[src/rtl/saturn_bus_program_sequencer.sv]
`default_nettype none
// ============================================================================
// Module   : saturn_bus_program_sequencer
// Purpose  : Turns bus operation requests from two requesters (A = control
//            unit, B = debugger) into nibble entries of a 32 x 6 program
//            buffer that the bus controller drains through its own read
//            pointer.
//            Every operation writes one command entry followed by either 5
//            address nibbles (LOAD_PC / LOAD_DP) or len+1 data entries
//            (DP_WRITE / DP_READ).
// Config   : SATURN_BUS_SEQ_RR_EN  - when defined, simultaneous requests are
//            arbitrated round-robin. Otherwise A has fixed priority.
// Ports    :
//   i_clk, i_reset      clock, synchronous active-high reset
//   i_clk_en            advance enable (state frozen when low)
//   i_x_req/op/addr/len/data  request and its fields, x = a | b
//   o_a_ack, o_b_ack    one-cycle grant pulses
//   o_program_address   buffer write pointer
//   i_program_address   buffer read pointer (from the bus controller)
//   o_program_data      buffer entry at the read pointer {read, cmd, nibble}
//   o_busy              sequencer is working on an operation
// Revision : 1.0 - initial release
// ============================================================================
module saturn_bus_program_sequencer (
  input  logic        i_clk,
  input  logic        i_reset,
  input  logic        i_clk_en,
  input  logic        i_a_req,
  input  logic [1:0]  i_a_op,
  input  logic [19:0] i_a_addr,
  input  logic [3:0]  i_a_len,
  input  logic [63:0] i_a_data,
  input  logic        i_b_req,
  input  logic [1:0]  i_b_op,
  input  logic [19:0] i_b_addr,
  input  logic [3:0]  i_b_len,
  input  logic [63:0] i_b_data,
  output logic        o_a_ack,
  output logic        o_b_ack,
  output logic [4:0]  o_program_address,
  input  logic [4:0]  i_program_address,
  output logic [5:0]  o_program_data,
  output logic        o_busy
);

  // Operation codes
  localparam logic [1:0] OP_LOAD_PC  = 2'd0;
  localparam logic [1:0] OP_LOAD_DP  = 2'd1;
  localparam logic [1:0] OP_DP_WRITE = 2'd2;
  localparam logic [1:0] OP_DP_READ  = 2'd3;

  // Command nibbles written in the first entry of each operation
  localparam logic [3:0] CMD_LOAD_PC  = 4'h6;
  localparam logic [3:0] CMD_LOAD_DP  = 4'h7;
  localparam logic [3:0] CMD_DP_WRITE = 4'h5;
  localparam logic [3:0] CMD_DP_READ  = 4'h3;

  // Index of the last of the five address nibbles
  localparam logic [3:0] ADDR_LAST = 4'd4;

  typedef enum logic [1:0] {
    ST_IDLE = 2'd0,
    ST_CMD  = 2'd1,
    ST_ADDR = 2'd2,
    ST_DATA = 2'd3
  } state_t;

  // --------------------------------------------------------------------------
  // State
  // --------------------------------------------------------------------------
  state_t      state_q;
  logic [1:0]  op_q;
  logic [19:0] addr_q;
  logic [3:0]  len_q;
  logic [63:0] data_q;
  logic [3:0]  cnt_q;
  logic [4:0]  wr_ptr_q;
  logic        a_ack_q;
  logic        b_ack_q;
  logic [5:0]  mem_q [32];

`ifdef SATURN_BUS_SEQ_RR_EN
  // 1 = B was granted last; reset value makes A win the first tie.
  logic        last_b_q;
`endif

  // --------------------------------------------------------------------------
  // Next-state helpers
  // --------------------------------------------------------------------------
  logic [4:0]  wr_ptr_d;
  logic [3:0]  cnt_d;

  assign wr_ptr_d = wr_ptr_q + 5'd1;   // natural 5-bit wrap 31 -> 0
  assign cnt_d    = cnt_q + 4'd1;

  // --------------------------------------------------------------------------
  // Arbitration
  // --------------------------------------------------------------------------
  logic        w_any_req;
  logic        w_grant_b;
  logic [1:0]  w_sel_op;
  logic [19:0] w_sel_addr;
  logic [3:0]  w_sel_len;
  logic [63:0] w_sel_data;

  assign w_any_req = i_a_req | i_b_req;

`ifdef SATURN_BUS_SEQ_RR_EN
  // On a tie, B wins only if A was the last one served.
  assign w_grant_b = i_b_req & (~i_a_req | ~last_b_q);
`else
  assign w_grant_b = i_b_req & ~i_a_req;
`endif

  assign w_sel_op   = w_grant_b ? i_b_op   : i_a_op;
  assign w_sel_addr = w_grant_b ? i_b_addr : i_a_addr;
  assign w_sel_len  = w_grant_b ? i_b_len  : i_a_len;
  assign w_sel_data = w_grant_b ? i_b_data : i_a_data;

  // --------------------------------------------------------------------------
  // Buffer occupancy and write-entry formation
  // --------------------------------------------------------------------------
  logic        w_full;
  logic        w_wr_en;
  logic        w_last;
  logic [3:0]  w_cmd_nib;
  logic [3:0]  w_addr_nib;
  logic [3:0]  w_data_nib;
  logic [5:0]  w_wr_data;

  // One slot is always left free so that equal pointers mean empty.
  assign w_full  = (wr_ptr_d == i_program_address);

  // Reset is folded in so that a reset cycle never disturbs buffer contents.
  assign w_wr_en = i_clk_en & ~i_reset & ~w_full & (state_q != ST_IDLE);

  assign w_addr_nib = addr_q[{cnt_q[2:0], 2'b00} +: 4];
  assign w_data_nib = data_q[{cnt_q, 2'b00} +: 4];

  always_comb begin
    w_cmd_nib = CMD_LOAD_PC;
    case (op_q)
      OP_LOAD_PC:  w_cmd_nib = CMD_LOAD_PC;
      OP_LOAD_DP:  w_cmd_nib = CMD_LOAD_DP;
      OP_DP_WRITE: w_cmd_nib = CMD_DP_WRITE;
      OP_DP_READ:  w_cmd_nib = CMD_DP_READ;
      default:     w_cmd_nib = CMD_LOAD_PC;
    endcase
  end

  always_comb begin
    w_wr_data = 6'b000000;
    w_last    = 1'b0;
    case (state_q)
      ST_CMD: begin
        w_wr_data = {2'b01, w_cmd_nib};
      end
      ST_ADDR: begin
        w_wr_data = {2'b00, w_addr_nib};
        w_last    = (cnt_q == ADDR_LAST);
      end
      ST_DATA: begin
        // Read slots carry no payload; the bus controller fills them in.
        w_wr_data = (op_q == OP_DP_READ) ? 6'b100000 : {2'b00, w_data_nib};
        w_last    = (cnt_q == len_q);
      end
      default: begin
        w_wr_data = 6'b000000;
        w_last    = 1'b0;
      end
    endcase
  end

  // --------------------------------------------------------------------------
  // Sequencer FSM
  // --------------------------------------------------------------------------
  always_ff @(posedge i_clk) begin
    if (i_reset) begin
      state_q  <= ST_IDLE;
      op_q     <= OP_LOAD_PC;
      addr_q   <= 20'd0;
      len_q    <= 4'd0;
      data_q   <= 64'd0;
      cnt_q    <= 4'd0;
      wr_ptr_q <= 5'd0;
      a_ack_q  <= 1'b0;
      b_ack_q  <= 1'b0;
`ifdef SATURN_BUS_SEQ_RR_EN
      last_b_q <= 1'b1;
`endif
    end else begin
      // Acks are cleared regardless of i_clk_en so a pulse never stretches.
      a_ack_q <= 1'b0;
      b_ack_q <= 1'b0;
      if (i_clk_en) begin
        case (state_q)
          ST_IDLE: begin
            if (w_any_req) begin
              op_q     <= w_sel_op;
              addr_q   <= w_sel_addr;
              len_q    <= w_sel_len;
              data_q   <= w_sel_data;
              cnt_q    <= 4'd0;
              a_ack_q  <= ~w_grant_b;
              b_ack_q  <= w_grant_b;
              state_q  <= ST_CMD;
`ifdef SATURN_BUS_SEQ_RR_EN
              last_b_q <= w_grant_b;
`endif
            end
          end
          ST_CMD: begin
            if (w_wr_en) begin
              wr_ptr_q <= wr_ptr_d;
              cnt_q    <= 4'd0;
              // op[1] separates the DP transfers from the pointer loads.
              state_q  <= op_q[1] ? ST_DATA : ST_ADDR;
            end
          end
          ST_ADDR, ST_DATA: begin
            if (w_wr_en) begin
              wr_ptr_q <= wr_ptr_d;
              if (w_last) begin
                cnt_q   <= 4'd0;
                state_q <= ST_IDLE;
              end else begin
                cnt_q   <= cnt_d;
              end
            end
          end
          default: begin
            state_q <= ST_IDLE;
          end
        endcase
      end
    end
  end

  // --------------------------------------------------------------------------
  // Program buffer: not reset, written one entry per enabled cycle
  // --------------------------------------------------------------------------
  always_ff @(posedge i_clk) begin
    if (w_wr_en) begin
      mem_q[wr_ptr_q] <= w_wr_data;
    end
  end

  // --------------------------------------------------------------------------
  // Outputs
  // --------------------------------------------------------------------------
  assign o_program_data    = mem_q[i_program_address];
  assign o_program_address = wr_ptr_q;
  assign o_a_ack           = a_ack_q;
  assign o_b_ack           = b_ack_q;
  assign o_busy            = (state_q != ST_IDLE);

endmodule
`default_nettype wire

[config.mk]
export PLATFORM = sky130hd
export DESIGN_NAME = saturn_bus_program_sequencer
export DESIGN_NICKNAME = d
export VERILOG_FILES = /design/src/rtl/saturn_bus_program_sequencer.sv
export SDC_FILE = /design/constraint.sdc
export NUM_CORES = 1
export LEC_CHECK = 0
export ABC_CLOCK_PERIOD_IN_PS = 4340
export BUFFER_PORTS_ARGS = -buffer_cell sky130_fd_sc_hd__buf_2
export CELL_PAD_IN_SITES_DETAIL_PLACEMENT = 0
export CELL_PAD_IN_SITES_GLOBAL_PLACEMENT = 1
export CORE_MARGIN = 4
export CORE_UTILIZATION = 30
export DETAILED_ROUTE_END_ITERATION = 6
export PLACE_DENSITY_LB_ADDON = 0.1
export SLEW_MARGIN = 20
export SYNTH_ARGS = -nofsm -noshare
export SYNTH_HDL_FRONTEND = slang
export SYNTH_SLANG_ARGS = --single-unit
[constraint.sdc]
create_clock -name i_clk -period 4.34 [get_ports i_clk]
set_input_delay 1.302 -clock i_clk [delete_from_list [all_inputs] [get_ports i_clk]]
set_output_delay 1.302 -clock i_clk [all_outputs]
set_load 0.01 [all_outputs]
# Word level (Yosys, flattened, before mapping)
# Memories as Yosys holds them, arrays and structs flattened.
# Cells that the tools add are included.
[word_totals]
reg_bits = 103
ram_bits = 192
input_bits = 190
out_inout_bits = 14
wordCells = 70
mem_count = 1
[memory_table]
columns = ["memory", "words", "word_bits", "read_ports", "rd_clocked_by_memory_dff", "wr", "line", "rtl"]
rows = [
  ["mem_q", 32, 6, 1, 0, 1, "80", "logic [5:0] mem_q [32];"],
]
[op_classes]
add_sub_neg = 2
n_eq_ne = 13
shifts = 2
muxes = 21
bitwise_logic = 12
reduce_logical = 10
[op_table]
columns = ["operator", "n"]
rows = [
  ["64-bit 2-to-1 mux", 1],
  ["64-bit by 7-bit variable part select with 4-bit output", 1],
  ["20-bit 2-to-1 mux", 1],
  ["4-bit 2-to-1 mux", 5],
  ["20-bit by 6-bit variable part select with 4-bit output", 1],
  ["6-bit case mux with 3 select lines", 1],
  ["4-bit case mux with 4 select lines", 1],
  ["4-bit case mux with 3 select lines", 1],
  ["2-bit 2-to-1 mux", 5],
  ["2-bit equality test, second input constant", 4],
  ["2-bit != test, second input constant", 4],
  ["1-bit inverter", 7],
  ["6-bit 2-to-1 mux", 1],
  ["2-bit case mux with 3 select lines", 1],
  ["3-bit AND reduction", 2],
  ["5-bit by 1-bit adder with 5-bit output, second input constant", 1],
  ["5-bit equality test", 1],
  ["5-bit AND reduction", 1],
  ["4-bit by 1-bit adder with 4-bit output, second input constant", 1],
  ["1-bit AND", 4],
  ["2-bit by 1-bit equality test with 1-bit output, second input constant", 2],
  ["4-bit by 3-bit equality test with 1-bit output, second input constant", 1],
  ["4-bit equality test", 1],
  ["2-bit logical NOT", 2],
  ["other kinds (8)", 10],
]

# Longest topological paths before layout
# Gate-level depths: netlist of run 1.
[logic_depth]
word_depth = 7
mapped_depth = 8
depth_no_buf = 7

# Worst setup path after synthesis of run 1
# OpenSTA, ideal clock, no wires.
[synth_path]
path_kind = "in2out"
from = "input port i_program_address[0]"
to = "output port o_program_data[0]"
arrival_ns = 2.941
required_ns = 3.038
path_slack_ns = 0.097
cell_stages = 5
n_path_buf = 2
cell_sequence = "buf_6 buf_2 mux4_2 mux4_2 mux2_2"
[synth_between]
elab_chain_len = 1
[synth_lines]
columns = ["item", "line", "rtl"]
rows = [
  ["start: declaration", "41", "input logic [4:0] i_program_address,"],
  ["memory 32 x 6 bit", "n/a", ""],
  ["end: declaration", "42", "output logic [5:0] o_program_data,"],
]
# Every way passes these cells.

# Worst setup path in the final report of run 1
# Ends and elaborated chain as after synthesis.

==> results.sh, run 1 <==
export IMPL_critPathLaunchType="input pin"
export IMPL_final_seq_area_sq_um=7830
export IMPL_startpoint="i_program_address[0]"
export IMPL_antenna_found_initial=0
export IMPL_ff2ff_path_depth=6
export IMPL_drt_wl_total_microns=36700
export IMPL_grtUsageTotal=0.156
export IMPL_cts_sinks=295
export IMPL_slew_violations=0
export IMPL_h_tree_depth=2
export IMPL_antenna_cells=0
export IMPL_ioPinCount=204
export IMPL_grt_pass1_wl_microns=55800
export IMPL_dieArea_sq_um=46900
export IMPL_hold_end="data_q[49]"
export IMPL_cp_slowest_cell="mux4_2"
export IMPL_crit_path_max_fanout=8
export IMPL_fin_setup_tns_ns=-0.00801
export IMPL_hold_buffers=0
export IMPL_hold_depth=2
export IMPL_clkTransAtPathRegs_ns=0.06
export IMPL_fin_util=0.381
export IMPL_max_freq_mhz=230
export IMPL_syn_cell_area_sq_um=13100
export IMPL_syn_to_final_growth_pct=25.9
export IMPL_layout_common_cells="195 x buf_2, 192 x edfxtp_1, 133 x nor2_1"
export IMPL_vias=8410
export IMPL_grt_pass1_vias=8994
export IMPL_skew_ns=0.0322
export IMPL_p_total_mw=7.51
export IMPL_die_h_microns=217
export IMPL_final_layout_size_suffix_gt1_frac=0.357
export IMPL_start_util=0.303
export IMPL_rsz0062_at_grt="true"
export IMPL_place_area_sq_um=15100
export IMPL_path_buf_inv=3
export IMPL_postSynthCellCount=905
export IMPL_hold_viol_final=0
export IMPL_hpwl_microns=25500
export IMPL_crit_required_ns=3.04
export IMPL_nFillCells=4096
export IMPL_vdd_drop_max_v=0.000213
export IMPL_synth_avg_cell_area_sq_um=14.4
export IMPL_worst_pin_slew_ns=1.08
export IMPL_async_flop_share=0
export IMPL_hp_start="data_q[49]"
export IMPL_period_share=1.00
export IMPL_wl_per_cell_microns=20.9
export IMPL_p_leak_nw=5.98
export IMPL_numCtsBuffers=35
export IMPL_avgViaCountPerCell=4.79
export IMPL_setup_viol=2
export IMPL_yosysSeqAreaShare=0.600
export IMPL_final_common_cell="buf_2"
export IMPL_core_sq_um=43100
export IMPL_clk_latency_ns=0.53
export IMPL_period_needed_ns=4.35
export IMPL_drc_errors=0
export IMPL_ant_nets=0
export IMPL_cts_setup_buffers=0
export IMPL_slew_headroom=0.281
export IMPL_timing_hold_ws_ns=0.496
export IMPL_outcome="complete, but fails checks"
export IMPL_drtPass1Iterations=4
export IMPL_synth_flop_cell="edfxtp_1"
export IMPL_cpPeakStageDelay_ns=0.51
export IMPL_die_w_microns=217
export IMPL_crit_chain="buf_16, buf_16, mux4_2, mux4_2, mux2_4, buf_6"
export IMPL_end_kind="output pin"
export IMPL_rows=76
export IMPL_ys_types=59
export IMPL_clock_root_buffer="clkbuf_16"
export IMPL_io_buffers=203
export IMPL_reg2reg_to="mem_q[1][2]"
export IMPL_cts_path_max_buffers=3
export IMPL_yosys_register_bits=295
export IMPL_gp_congestion=0.747
export IMPL_multi_input_area_sq_um=4900
export IMPL_violations="setup timing"
export IMPL_dr_first_iter_drc_count=560
export IMPL_cpLargestDelayFamily="multiplexers"
export IMPL_grt_max_degree=181
export IMPL_synth_edff_count=192
export IMPL_setup_ws_ns=-0.00749
export IMPL_yosys_warnings=0
export IMPL_path_class="input pin to output pin"
export IMPL_drv_cap=0
export IMPL_p_per_area_nw_per_um2=457
export IMPL_arrival_ns=3.05
export IMPL_nNetsFinal=1338
export IMPL_fin_area_sq_um=16400
export IMPL_cts_tree="built"
export IMPL_hp_class="flop to flop"
export IMPL_synth_nets=1100
export IMPL_r2r_start="cnt_q[0]"
export IMPL_gr_total_overflow=0
export IMPL_worst_r2r_setup_slack_ns=1.43
## routing by layer
| metal | vias up | global-route usage | routed length (microns) |
|---|---|---|---|
| met1 | 4105 | 0.214 | 16400 |
| li1 | 4044 | - | - |
| met2 | 217 | 0.259 | 17800 |
| met5 | - | 0 | 0 |
| met4 | 0 | 0.0322 | 563 |
| met3 | 44 | 0.0287 | 1950 |
## worst register-to-register path, stage by stage, from the launching register on
cell and delay, ns:
dfxtp_2 0.65, buf_4 0.33, mux4_2 0.56, mux4_2 0.49, o211ai_1 0.26, o21ai_2 0.08, buf_4 0.25
## cell type report
type                    count  share of cell area
clock buffers              39              0.0554
clock inverters            24              0.0141
inverters                   9             0.00206
multi-input cells         530               0.299
flip-flops and latches    295               0.476
well taps                 585              0.0445
repair buffers            272               0.109
## how the worst max path moves through the flow
stage	end	depth (start not counted)
floorplan	o_program_data[0]	5
finish	o_program_data[0]	6
global route	o_program_data[0]	6
detailed placement	o_program_data[0]	6
global placement	o_program_data[0]	6
CTS	o_program_data[5]	6
## cell usage after synthesis (2+ instances only)
cell | number | share of area
mux4_1 | 6 | 0.012
mux2i_1 | 101 | 0.077
a31oi_1 | 3 | 0.0014
nand4_1 | 2 | 0.00096
ha_1 | 5 | 0.0048
and3_1 | 2 | 0.00096
mux2_2 | 6 | 0.0052
o311ai_0 | 2 | 0.0013
nor2b_1 | 7 | 0.0034
nand2_1 | 11 | 0.0032
a21oi_1 | 7 | 0.0027
o21ai_1 | 3 | 0.0012
nor2_1 | 135 | 0.039
xnor2_1 | 5 | 0.0034
mux4_2 | 72 | 0.12
buf_1 | 11 | 0.0032
a22oi_1 | 5 | 0.0029
buf_2 | 12 | 0.0046
buf_12 | 2 | 0.0031
a211oi_1 | 93 | 0.053
dfxtp_1 | 103 | 0.16
xor2_1 | 3 | 0.0020
inv_1 | 9 | 0.0026
o211ai_1 | 4 | 0.0023
nand3b_1 | 3 | 0.0017
o21ai_0 | 8 | 0.0031
clkbuf_1 | 42 | 0.012
o32ai_1 | 2 | 0.0013
nor3b_1 | 3 | 0.0017
nand3_1 | 18 | 0.0069
edfxtp_1 | 192 | 0.44
## power by group
part	internal, mW	switching, mW
logic	0.489	0.675
clock network	1.76	1.17
registers	3.30	0.128
total	5.54	1.97
## stage by stage
step	worst slack [ns]	std cells
floorplan	0.0971	905
finish	-0.00749	1754
global route	-0.0583	1754
CTS	-0.0192	1753
detailed placement	-0.197	1686
global placement	-0.190	1686
## repair_timing
action / CTS / global route
gates resized for setup: 25 / 1
setup endpoints to repair: 6 / 6
cloned: 4 / 1
## cell families after synthesis
| group | Yosys count | share of synthesized area |
|---|---|---|
| buffers and inverters | 80 | 0.0285 |
| DFF | 295 | 0.600 |
| adders and majority gates | 5 | 0.00479 |
| muxes | 185 | 0.219 |
| AOI/OAI and AO/OA | 141 | 0.0789 |
| and+or+nand+nor | 191 | 0.0638 |
| xor gates and xnor gates | 8 | 0.00537 |
## registers in the layout, indices dropped and copies added, names as in the netlist
signal and flops:
addr_q 20, cnt_q 4, data_q 64, len_q 4, mem_q 192, o_a_ack 1, o_b_ack 1, o_program_address 5
op_q 2, state_q 2
(Power assumes the default switching activity.)
==> run 2, diff against run 1 <==
- ABC_CLOCK_PERIOD_IN_PS: 4340 -> 5600
- CAP_MARGIN: unset -> 20
- GPL_TIMING_DRIVEN: unset -> 0
- clock period: 4.34 -> 5.6 ns (I/O delays scaled with it)
==> results.sh, run 2 (same netlist as run 1, synthesis figures left out) <==
export IMPL_outcome="complete, no violations"
export IMPL_gp_congestion=0.747
export IMPL_fin_util=0.374
export IMPL_skew_ns=0.0236
export IMPL_drc_errors=0
export IMPL_layout_common_cells="211 x buf_2, 192 x edfxtp_1, 133 x nor2_1"
export IMPL_top_regs="mem_q x192, data_q x64, addr_q x20"
export IMPL_cts_path_max_buffers=3
export IMPL_io_buffers=199
export IMPL_setup_viol=0
export IMPL_clock_root_buffer="clkbuf_16"
export IMPL_numCtsBuffers=35
export IMPL_drt_wl_total_microns=37800
export IMPL_antenna_found_initial=0
export IMPL_syn_to_final_growth_pct=23.3
export IMPL_ant_nets=0
export IMPL_endpoint="o_program_data[0]"
export IMPL_avgViaCountPerCell=4.79
export IMPL_slew_headroom=0.363
export IMPL_grt_pass1_wl_microns=56400
export IMPL_h_tree_depth=2
export IMPL_end_kind="output pin"
export IMPL_cts_setup_buffers=0
export IMPL_preCtsSetupSlack_ns=0.111
export IMPL_hold_viol_final=0
export IMPL_grt_pass1_vias=8870
export IMPL_gr_total_overflow=0
export IMPL_final_layout_size_suffix_gt1_frac=0.310
export IMPL_crit_path_max_fanout=10
export IMPL_drtPass1Iterations=4
export IMPL_reg2reg_to="mem_q[26][1]"
export IMPL_max_freq_mhz=183
export IMPL_grt_max_degree=33
export IMPL_arrival_ns=3.77
export IMPL_period_needed_ns=5.45
export IMPL_start_util=0.303
export IMPL_period_share=0.973
export IMPL_hp_class="flop to flop"
export IMPL_p_total_mw=5.85
export IMPL_clkTransAtPathRegs_ns=0.06
export IMPL_cts_sinks=295
export IMPL_hold_buffers=0
export IMPL_die_h_microns=217
export IMPL_top_register="mem_q"
export IMPL_setup_ws_ns=0.150
export IMPL_vdd_drop_max_v=0.000184
export IMPL_postCtsResizedCells=0
export IMPL_dieArea_sq_um=46900
export IMPL_antenna_cells=0
export IMPL_vias=8420
export IMPL_worst_pin_slew_ns=0.955
export IMPL_largest_reg_flops=192
export IMPL_grtUsageTotal=0.159
export IMPL_final_common_cell="buf_2"
export IMPL_cts_tree="built"
export IMPL_die_w_microns=217
export IMPL_worst_r2r_setup_slack_ns=2.17
export IMPL_path_class="input pin to output pin"
export IMPL_clk_latency_ns=0.52
export IMPL_p_per_area_nw_per_um2=364
export IMPL_crit_required_ns=3.92
export IMPL_startpoint="i_program_address[0]"
export IMPL_r2r_start="cnt_q[1]"
export IMPL_core_sq_um=43100
export IMPL_hpwl_microns=28100
export IMPL_rsz0062_at_grt="false"
export IMPL_ioPinCount=204
export IMPL_critPathLaunchType="input pin"
export IMPL_rows=76
export IMPL_wl_per_cell_microns=21.5
export IMPL_dr_first_iter_drc_count=407
export IMPL_nNetsFinal=1343
export IMPL_p_leak_nw=5.72
export IMPL_slew_violations=0
export IMPL_drv_cap=0
export IMPL_ff2ff_path_depth=9
==> run 2: report_power, final <==
group / internal (mW) / total (mW) / switching, mW
Clock: 1.31 / 2.22 / 0.907
Combinational: 0.397 / 0.986 / 0.589
Sequential: 2.55 / 2.65 / 0.0956
Total: 4.26 / 5.85 / 1.59
==> run 2: cell type report <==
type                            count  area, sq um
Fill cell                        4202        27000
Sequential cell                   295         7830
Multi-Input combinational cell    530         4900
Timing Repair Buffer              206         1130
Clock buffer                       47         1000
Tap cell                          585          732
Buffer                             71          338
Clock inverter                     16          130
Inverter                            9         33.8
==> run 2: worst min path at each step <==
| stage | from | to | slack, ns | cells after the start |
|---|---|---|---|---|
| finish | addr_q[4] | addr_q[4] | 0.49 | 2 |
| global route | data_q[27] | data_q[27] | 0.51 | 2 |
| floorplan | addr_q[10] | addr_q[10] | 0.48 | 2 |
| CTS | addr_q[1] | addr_q[1] | 0.50 | 2 |
| detailed placement | addr_q[4] | addr_q[4] | 0.49 | 2 |
| global placement | data_q[61] | data_q[61] | 0.49 | 2 |
==> run 2: per-stage QoR <==
| stage | instance area (sq um) | std cells | hold slack, ns | TNS [ns] |
|---|---|---|---|---|
| after CTS | 16100 | 1759 | 0.500 | 0 |
| after global placement | 14800 | 1689 | 0.487 | -26.39 |
| after detailed placement | 15000 | 1696 | 0.492 | 0 |
| final | 16100 | 1759 | 0.493 | 0 |
| after global routing | 16100 | 1759 | 0.514 | 0 |
| after floorplan | 13100 | 905 | 0.475 | 0 |
==> run 2: metal layers <==
layer | vias up | routed length [microns] | GRT usage
met5 | - | 0 | 0
met4 | 0 | 823 | 0.0376
met3 | 52 | 1590 | 0.0289
met2 | 181 | 18800 | 0.274
met1 | 4131 | 16500 | 0.208
li1 | 4056 | - | -
==> run 2: worst max-delay path, stage by stage <==
cell    delay [ns]
buf_6         0.09
buf_2         0.40
mux4_2        0.62
mux4_2        0.52
mux2_2        0.29
buf_2         0.14
==> run 3, diff against run 2 <==
- PLACE_DENSITY_LB_ADDON: 0.1 -> 0.25
==> results.sh, run 3 (same netlist as run 1, synthesis figures left out) <==
export IMPL_outcome="complete, no violations"
export IMPL_switchingPower_mw=1.57
export IMPL_wl_per_cell_microns=20.5
export IMPL_grt_pass1_wl_microns=53500
export IMPL_p_int_mw=4.22
export IMPL_ant_nets=0
export IMPL_core_sq_um=43100
export IMPL_hpwl_microns=26200
export IMPL_timing_hold_ws_ns=0.495
export IMPL_hold_viol_final=0
export IMPL_drt_wl_total_microns=35900
export IMPL_grt_max_degree=34
export IMPL_grt_pass1_vias=8851
export IMPL_setup_ws_ns=0.183
export IMPL_vdd_drop_max_v=0.000195
export IMPL_ioPinCount=204
export IMPL_p_leak_nw=5.68
export IMPL_top_register="mem_q"
export IMPL_p_per_area_nw_per_um2=361
export IMPL_fin_util=0.372
export IMPL_numCtsBuffers=34
export IMPL_vias=8451
export IMPL_slew_violations=0
export IMPL_critPathLaunchType="input pin"
export IMPL_cts_tree="built"
export IMPL_avgViaCountPerCell=4.82
export IMPL_preCtsSetupSlack_ns=0.155
export IMPL_die_w_microns=217
export IMPL_cts_setup_buffers=0
export IMPL_dp_cells=1692
export IMPL_layout_common_cells="211 x buf_2, 192 x edfxtp_1, 133 x nor2_1"
export IMPL_end_kind="output pin"
export IMPL_ff2ff_path_depth=8
export IMPL_gr_total_overflow=0
export IMPL_fin_cells=1753
export IMPL_hold_depth=2
export IMPL_dr_first_iter_drc_count=436
export IMPL_worst_pin_slew_ns=0.881
export IMPL_crit_path_max_fanout=10
export IMPL_cts_path_max_buffers=3
export IMPL_arrival_ns=3.74
export IMPL_cts_sinks=295
export IMPL_clock_root_buffer="clkbuf_16"
export IMPL_period_share=0.967
export IMPL_grtUsageTotal=0.150
export IMPL_rsz0062_at_grt="false"
export IMPL_hold_end="data_q[40]"
export IMPL_hp_start="data_q[40]"
export IMPL_rows=76
export IMPL_setup_viol=0
export IMPL_drtPass1Iterations=7
export IMPL_reg2reg_to="mem_q[18][1]"
export IMPL_swShare=0.272
export IMPL_p_total_mw=5.79
export IMPL_nFillCells=4191
export IMPL_slew_headroom=0.413
export IMPL_syn_to_final_growth_pct=22.8
export IMPL_period_needed_ns=5.42
export IMPL_h_tree_depth=2
export IMPL_gp_congestion=0.751
export IMPL_antenna_cells=0
export IMPL_postCtsResizedCells=0
export IMPL_die_h_microns=217
export IMPL_clkTransAtPathRegs_ns=0.05
export IMPL_drc_errors=0
export IMPL_final_layout_size_suffix_gt1_frac=0.307
export IMPL_top_regs="mem_q x192, data_q x64, addr_q x20"
export IMPL_final_common_cell="buf_2"
export IMPL_hold_buffers=0
export IMPL_worst_r2r_setup_slack_ns=2.14
export IMPL_clk_latency_ns=0.55
export IMPL_skew_ns=0.0400
export IMPL_crit_required_ns=3.92
export IMPL_p_seq_frac=0.457
export IMPL_r2r_start="cnt_q[1]"
export IMPL_path_class="input pin to output pin"
export IMPL_final_seq_area_sq_um=7830
export IMPL_hp_class="flop to flop"
export IMPL_largest_reg_flops=192
export IMPL_drv_cap=0
export IMPL_io_buffers=199
export IMPL_multi_input_area_sq_um=4900
export IMPL_start_util=0.303
export IMPL_antenna_found_initial=0
export IMPL_nNetsFinal=1338
export IMPL_dieArea_sq_um=46900
export IMPL_max_freq_mhz=185
export IMPL_clkPwrFrac=0.380
export IMPL_comb_power_share=0.164
==> run 3: how the worst max path moves through the flow <==
stage	start	to	slack, ns
finish	i_program_address[0]	o_program_data[0]	0.18
global route	i_program_address[0]	o_program_data[0]	0.1
floorplan	i_program_address[0]	o_program_data[0]	0.60
global placement	cnt_q[1]	mem_q[0][1]	-0.50
CTS	i_program_address[0]	o_program_data[0]	0.15
detailed placement	i_program_address[0]	o_program_data[0]	0.16
==> run 3: layer usage <==
| metal | track usage | wire (microns) | vias to the layer above |
|---|---|---|---|
| met5 | 0 | 0 | - |
| met4 | 0.0361 | 618 | 0 |
| met3 | 0.0283 | 1880 | 46 |
| met2 | 0.251 | 17500 | 244 |
| met1 | 0.202 | 15900 | 4123 |
| li1 | - | - | 4038 |
==> run 3: metrics by stage <==
stage	cell area [sq um]	TNS [ns]
floorplan	13100	0
global placement	14800	-15.80
detailed placement	14900	0
CTS	16000	0
global route	16000	0
finish	16000	0
==> run 3: layout make-up <==
type | count | share of cell area
Sequential cell | 295 | 0.489
Clock inverter | 19 | 0.0118
Buffer | 71 | 0.0211
Clock buffer | 42 | 0.0583
Inverter | 9 | 0.00211
Timing Repair Buffer | 202 | 0.0665
Tap cell | 585 | 0.0457
Multi-Input combinational cell | 530 | 0.306
==> run 3: worst max-delay path, stage by stage <==
cell    delay [ns]
buf_6         0.09
buf_2         0.39
mux4_2        0.61
mux4_2        0.51
mux2_2        0.29
buf_2         0.14
==> run 3: power groups by stage <==
stage	registers [mW]	logic, mW	clock network (mW)
2_1_floorplan	2.66	0.590	0
3_3_place_gp	2.70	0.902	0
3_5_place_dp	2.69	0.965	0
4_1_cts	2.65	0.966	2.25
5_1_grt	2.66	1.06	2.35
6_report	2.64	0.948	2.20
